==> config.mk <==
export PLATFORM = sky130hd
export DESIGN_NAME = pipeline_if
export DESIGN_NICKNAME = d
export VERILOG_FILES = /design/src/rtl/pipeline_if.sv
export SDC_FILE = /design/constraint.sdc
export NUM_CORES = 1
export LEC_CHECK = 0
export CORE_ASPECT_RATIO = 1.2
export CORE_MARGIN = 2
export CORE_UTILIZATION = 44
export CTS_CLUSTER_SIZE = 8
export DETAILED_ROUTE_END_ITERATION = 16
export GPL_TIMING_DRIVEN = 0
export PLACE_DENSITY = 0.85
export SLEW_MARGIN = 10
export SYNTH_ARGS = -nofsm -noshare
export SYNTH_HDL_FRONTEND = slang
export SYNTH_SLANG_ARGS = --single-unit
export TNS_END_PERCENT = 50
==> constraint.sdc <==
create_clock -name clk -period 2.6 [get_ports clk]
set_clock_uncertainty 0.1 [all_clocks]
set_input_delay 0.39 -clock clk [delete_from_list [all_inputs] [get_ports clk]]
set_output_delay 0.39 -clock clk [all_outputs]
set_load 0.01 [all_outputs]
==> src/rtl/pipeline_if.sv <==
// -----------------------------------------------------------------------------
// pipeline_if : instruction-fetch stage plus the IF/ID pipeline register.
//
// This stage owns the program counter, which it drives straight onto the
// instruction-memory address. Each fetched word is captured into the IF/ID
// register together with its PC+4. Downstream stages can request a hazard
// stall, a flush, or a branch/jump redirect.
//
// Optional build macro:
//   BRANCH_DELAY_SLOT_EN - when defined, a redirect does not squash IF/ID.
//                          The word fetched in the redirect cycle (the delay
//                          slot) is captured normally. A flush still inserts a
//                          bubble. The PC behaves the same in both builds.
// -----------------------------------------------------------------------------
module pipeline_if #(
   parameter logic [31:0] RESET_PC  = 32'h0000_0000,
   parameter logic [31:0] NOP_INSTR = 32'h0000_0000
) (
   input  logic        clk,
   input  logic        reset,
   input  logic        stall,
   input  logic        flush,
   input  logic        redirect,
   input  logic [31:0] redirect_pc,
   output logic [31:0] imem_addr,
   input  logic [31:0] imem_rdata,
   input  logic        imem_ready,
   output logic [31:0] if_pc,
   output logic [31:0] if_instr,
   output logic        if_valid
);

   // The low two bits are masked off, so the PC is always word aligned.
   localparam logic [31:0] RESET_PC_ALIGNED = RESET_PC & ~32'h3;

   logic [31:0] pc_q;
   logic [31:0] pc_plus4;
   logic [31:0] redirect_target;
   logic        fetch_ok;
   logic        squash;

   logic [31:0] if_pc_q;
   logic [31:0] if_instr_q;
   logic        if_valid_q;

   // The adder wraps modulo 2^32, so 0xFFFFFFFC is followed by 0x00000000.
   assign pc_plus4        = pc_q + 32'd4;
   assign redirect_target = redirect_pc & ~32'h3;
   assign fetch_ok        = imem_ready & ~stall;

`ifdef BRANCH_DELAY_SLOT_EN
   // With a delay slot, only an explicit flush squashes IF/ID.
   assign squash = flush;
`else
   // Without a delay slot, the word fetched alongside a taken branch is wrong-path.
   assign squash = flush | redirect;
`endif

   // Drive the fetch address straight from the PC register.
   assign imem_addr = pc_q;

   // Update the program counter: reset, then redirect (which overrides stall), then advance on a completed fetch.
   always_ff @(posedge clk) begin
      // NOTE: non-blocking assignments make every register sample its pre-edge inputs, so ordering between blocks cannot matter.
      if (reset) begin
         pc_q <= RESET_PC_ALIGNED;
      end else if (redirect) begin
         pc_q <= redirect_target;
      end else if (fetch_ok) begin
         pc_q <= pc_plus4;
      end
   end

   // Update the IF/ID register: reset, then squash, then hold on stall, then capture a word or insert a bubble.
   always_ff @(posedge clk) begin
      if (reset) begin
         if_pc_q    <= 32'h0;
         if_instr_q <= NOP_INSTR;
         if_valid_q <= 1'b0;
      end else if (squash) begin
         if_pc_q    <= 32'h0;
         if_instr_q <= NOP_INSTR;
         if_valid_q <= 1'b0;
      end else if (!stall) begin
         if (imem_ready) begin
            if_pc_q    <= pc_plus4;
            if_instr_q <= imem_rdata;
            if_valid_q <= 1'b1;
         end else begin
            if_pc_q    <= 32'h0;
            if_instr_q <= NOP_INSTR;
            if_valid_q <= 1'b0;
         end
      end
   end

   assign if_pc    = if_pc_q;
   assign if_instr = if_instr_q;
   assign if_valid = if_valid_q;

endmodule

After elaboration in Yosys (flattened, before gate mapping)
Cells that the tools add are included.
- register bits: 97
- output and inout bits: 97
- logic and storage cells: 17
- add/sub/neg operators: 1
- multiplexer cells: 5
- bitwise operators: 3
- reduce and logical (&&, ||, !) cells: 3
- operators by type and width (operator ; number):
    2-to-1 mux 32 bit ; 4
    adder 32 x 3 -> 32 bit, second input constant ; 1
    OR reduction 2 bit ; 2
    nonzero test 2 bit ; 1
    bitwise AND 1 bit ; 1
    2-to-1 mux 1 bit ; 1
    NOT 1 bit ; 1
    OR 1 bit ; 1

Logic depth before layout (Yosys ltp)
- word-level depth: 4
- gate-level depth with buffers: 8
- gate-level depth less buffers: 6

Worst setup path before layout
OpenSTA, ideal clock, no wires.
- path type: register to register
- start point: register pc_q[2] (netlist: imem_addr[2])
- end point: register pc_q[30] (netlist: imem_addr[30])
- setup time: 0.130 ns
- data arrival time: 1.921 ns
- setup slack: 0.449 ns
- stages on the path, launching flop included: 8
- buffers on the path: 1
- clock period less this slack: 2.151 ns
- path through: dfxtp_1 > ha_1 > nand4_2 > or3_1 > buf_2 > nor4_2 > xnor2_1 > o22ai_1
- longest elaborated chain between the ends: 3
- RTL lines (item ; RTL line ; source):
    from (decl) ; 36 ; logic [31:0] pc_q;
    from (signal assigned) ; 68 ; pc_q <= redirect_target;
    from (signal assigned) ; 70 ; pc_q <= pc_plus4;
    adder 32 x 3 -> 32 bit ; 47 ; assign pc_plus4 = pc_q + 32'd4;
    2-to-1 mux 32 bit ; 69 ; end else if (fetch_ok) begin
    2-to-1 mux 32 bit ; 67 ; end else if (redirect) begin
No other way between the ends. The select of a mux whose other input is x is not followed.
A chain may end at the register's enable or synchronous reset.

Final worst setup path
- start point: register pc_q[2] (netlist: imem_addr[2])
- end point: register pc_q[28] (netlist: imem_addr[28])
The elaborated chain is that of the path after synthesis.

==> impl_metrics.py <==
metrics = {
    "timing": {
        "period_minus_slack_ns": 2.40,
        "relSlewSlack": 0.503,
        "fmax_mhz": 417,
        "period_share": 0.922,
        "final-hold-violation-count": 0,
        "worst_pin_slew_ns": 0.739,
        "rsz0062_at_grt": "false",
        "drv_slew": 0,
        "finalSetupViolCount": 0,
    },
    "clock_network": {
        "ctsResizeCount": 0,
        "cts.sinks": 93,
        "clock_path_buffers": 2,
        "ctsHtreeMaxLevel": 3,
        "cts_made_buffers": 9,
        "holdBufCountCts": 0,
        "cts_post_setup_buffers_inserted": 0,
        "clock_latency_ns": 0.34,
        "cts_tree": "yes",
        "clkTransAtPathRegs_ns": 0.06,
        "cts_root_buf": "clkbuf_16",
    },
    "power_and_ir_drop": {
        "finalPower_mw": 3.21,
        "p_per_area_nw_per_um2": 503,
        "leakagePower_nw": 2.29,
        "vdd_ir_drop_max_v": 0.000330,
    },
    "global_route": {
        "grt_use_met1": 0.278,
        "grt_use_total": 0.252,
        "grt_pass1_wl_um": 21000,
        "gr-usage-met2": 0.443,
        "use_met3": 0.0779,
        "grt_overflow": 0,
        "grt_pass1_vias": 4313,
        "grt_max_degree": 14,
        "grt_antenna_before_repair": 0,
        "grt-busiest-layer": "met2",
    },
    "placed_design": {
        "gp_congestion": 0.937,
        "place.port_buffers": 158,
        "hpwl_um": 10200,
    },
    "drt": {
        "drt_pass1_iterations": 4,
        "routed_wl_um": 13300,
        "drt-vias-per-instance": 5.30,
        "drc_errors": 0,
        "antenna_left": 0,
        "dr_total_vias": 4342,
        "dr.first_iter.drc_count": 232,
        "routedWlPerCell_um": 16.2,
    },
    "synthesis": {
        "synth_edf_count": 0,
        "netlist_top_cells_count": "dfxtp_1 (93), nor2_1 (57), nand2_1 (50)",
        "ys_ff_latch": 93,
        "async_flop_share": 0,
        "synthesis.area_um2": 4350,
        "synth_top_area_frac": 0.428,
        "synth.distinct_cells": 38,
        "syn_inst": 521,
        "yosysWarningCount": 0,
        "netlist_top_cells_area": "dfxtp_1 (43%), xnor2_1 (6.4%), a22oi_1 (6.4%), nor2_1 (4.9%), xor2_1 (4.8%)",
        "postSynthAreaPerCell_um2": 8.35,
        "synth.most_common_cell": "dfxtp_1",
        "synth_flop_cell": "dfxtp_1",
        "synth_area_leader_cell": "dfxtp_1",
        "yosysSeqAreaShare": 0.428,
    },
    "floorplan": {
        "die_w_um": 94.8,
        "die_y_um": 113,
        "die_area_um2": 10700,
        "core_area_um2": 9560,
        "row_count": 39,
        "pin_count": 167,
        "initial_core_util": 0.455,
    },
    "final_layout": {
        "final_util": 0.667,
        "drive_above_1_share": 0.0502,
        "area_growth_syn_to_layout_pct": 46.6,
        "antenna_cells": 0,
        "fin_nets": 764,
    },
    "worst_setup_path": {
        "critPathCaptureType": "register",
        "crit_type": "register to register",
        "crit_fanout": 7,
        "startpoint_type": "register",
        "cp.required_ns": 2.74,
        "crit_arrival_ns": 2.54,
    },
    "flow_run": {
        "maxCapViolCount": 0,
    },
    "worst_hold_path": {
        "worstHoldPathType": "register to register",
    },
    "outcome": {
        "status": "finished clean",
    },
}
## metal layers
| metal | vias to the layer above | share of wire |
|---|---|---|
| met1 | 2003 | 0.39 |
| li1 | 2113 | - |
| met4 | 0 | 0.025 |
| met3 | 29 | 0.093 |
| met5 | - | 0 |
| met2 | 197 | 0.50 |
## state kept, by name, indices dropped and copies added (netlist names)
register / flops
if_valid: 1
if_pc: 30
imem_addr: 30
if_instr: 32
## where the power goes
part	internal (mW)	switching [mW]
clock	0.721	0.538
combinational	0.238	0.196
sequential	1.46	0.0512
## layout make-up
cell class / count / area [um2]
fillers: 821 / 3190
multi-input cells: 365 / 2220
flip-flops and latches: 93 / 1860
repair buffers: 158 / 1580
clock buffers: 14 / 274
plain buffers: 50 / 216
well taps: 123 / 154
inverters: 16 / 60.1
clock inverters: 1 / 5.00
## cells by family after synthesis
kind of cell,Yosys count,share of synthesized area
adder cells (fa/ha/maj),1,0.00288
buffers and inverters,66,0.0636
AO/OA/AOI/OAI,105,0.152
AND/OR/NAND/NOR,195,0.231
multiplexers,4,0.00921
flip-flops,93,0.428
XOR/XNOR,56,0.113
other,1,0.000862
## path summary, 6_finish.rpt
kind	startpoint	endpoint	slack, ns	cells after the start
worst max-delay path	imem_addr[2]	imem_addr[28]	0.20	7
worst min register to register	if_pc[25]	if_pc[25]	0.35	2
worst max register to register	imem_addr[2]	imem_addr[28]	0.20	7
worst min-delay path	if_pc[25]	if_pc[25]	0.35	2
## cells in the final DEF (no fill, tap or decap), drive strengths merged, types with 12 or more instances in the layout
cell	Yosys	routed
clkdlybuf4s50	0	158
dfxtp	93	93
nor2	57	57
nand2	50	50
clkbuf	33	47
a22oi	37	37
xnor2	32	32
o21ai	28	28
xor2	24	24
nand3	23	23
a21oi	22	22
buf	17	17
inv	16	16
o21a	16	16
nand4	15	15
nor3	12	12
## worst max-delay path, stage by stage, from the launching register on
cell	delay (ns)
dfxtp_1	0.47
ha_1	0.30
and3_1	0.17
buf_2	0.15
nand4_1	0.29
nor4_1	0.51
xor2_1	0.12
o21a_1	0.18
## per-stage QoR
| step | cell area (um2) | setup TNS [ns] | hold WS, ns | std cells | setup WS [ns] |
|---|---|---|---|---|---|
| 6_report | 6370 | 0 | 0.349 | 820 | 0.202 |
| 5_1_grt | 6370 | 0 | 0.366 | 820 | 0.0399 |
| 4_1_cts | 6370 | 0 | 0.352 | 820 | 0.202 |
| 3_5_place_dp | 6100 | -0.465 | 0.343 | 805 | -0.0719 |
| 3_3_place_gp | 6100 | 0 | 0.334 | 805 | 0.00546 |
| 2_1_floorplan | 4360 | 0 | 0.370 | 524 | 0.449 |
No activity file was read; power rests on OpenSTA's default activity.
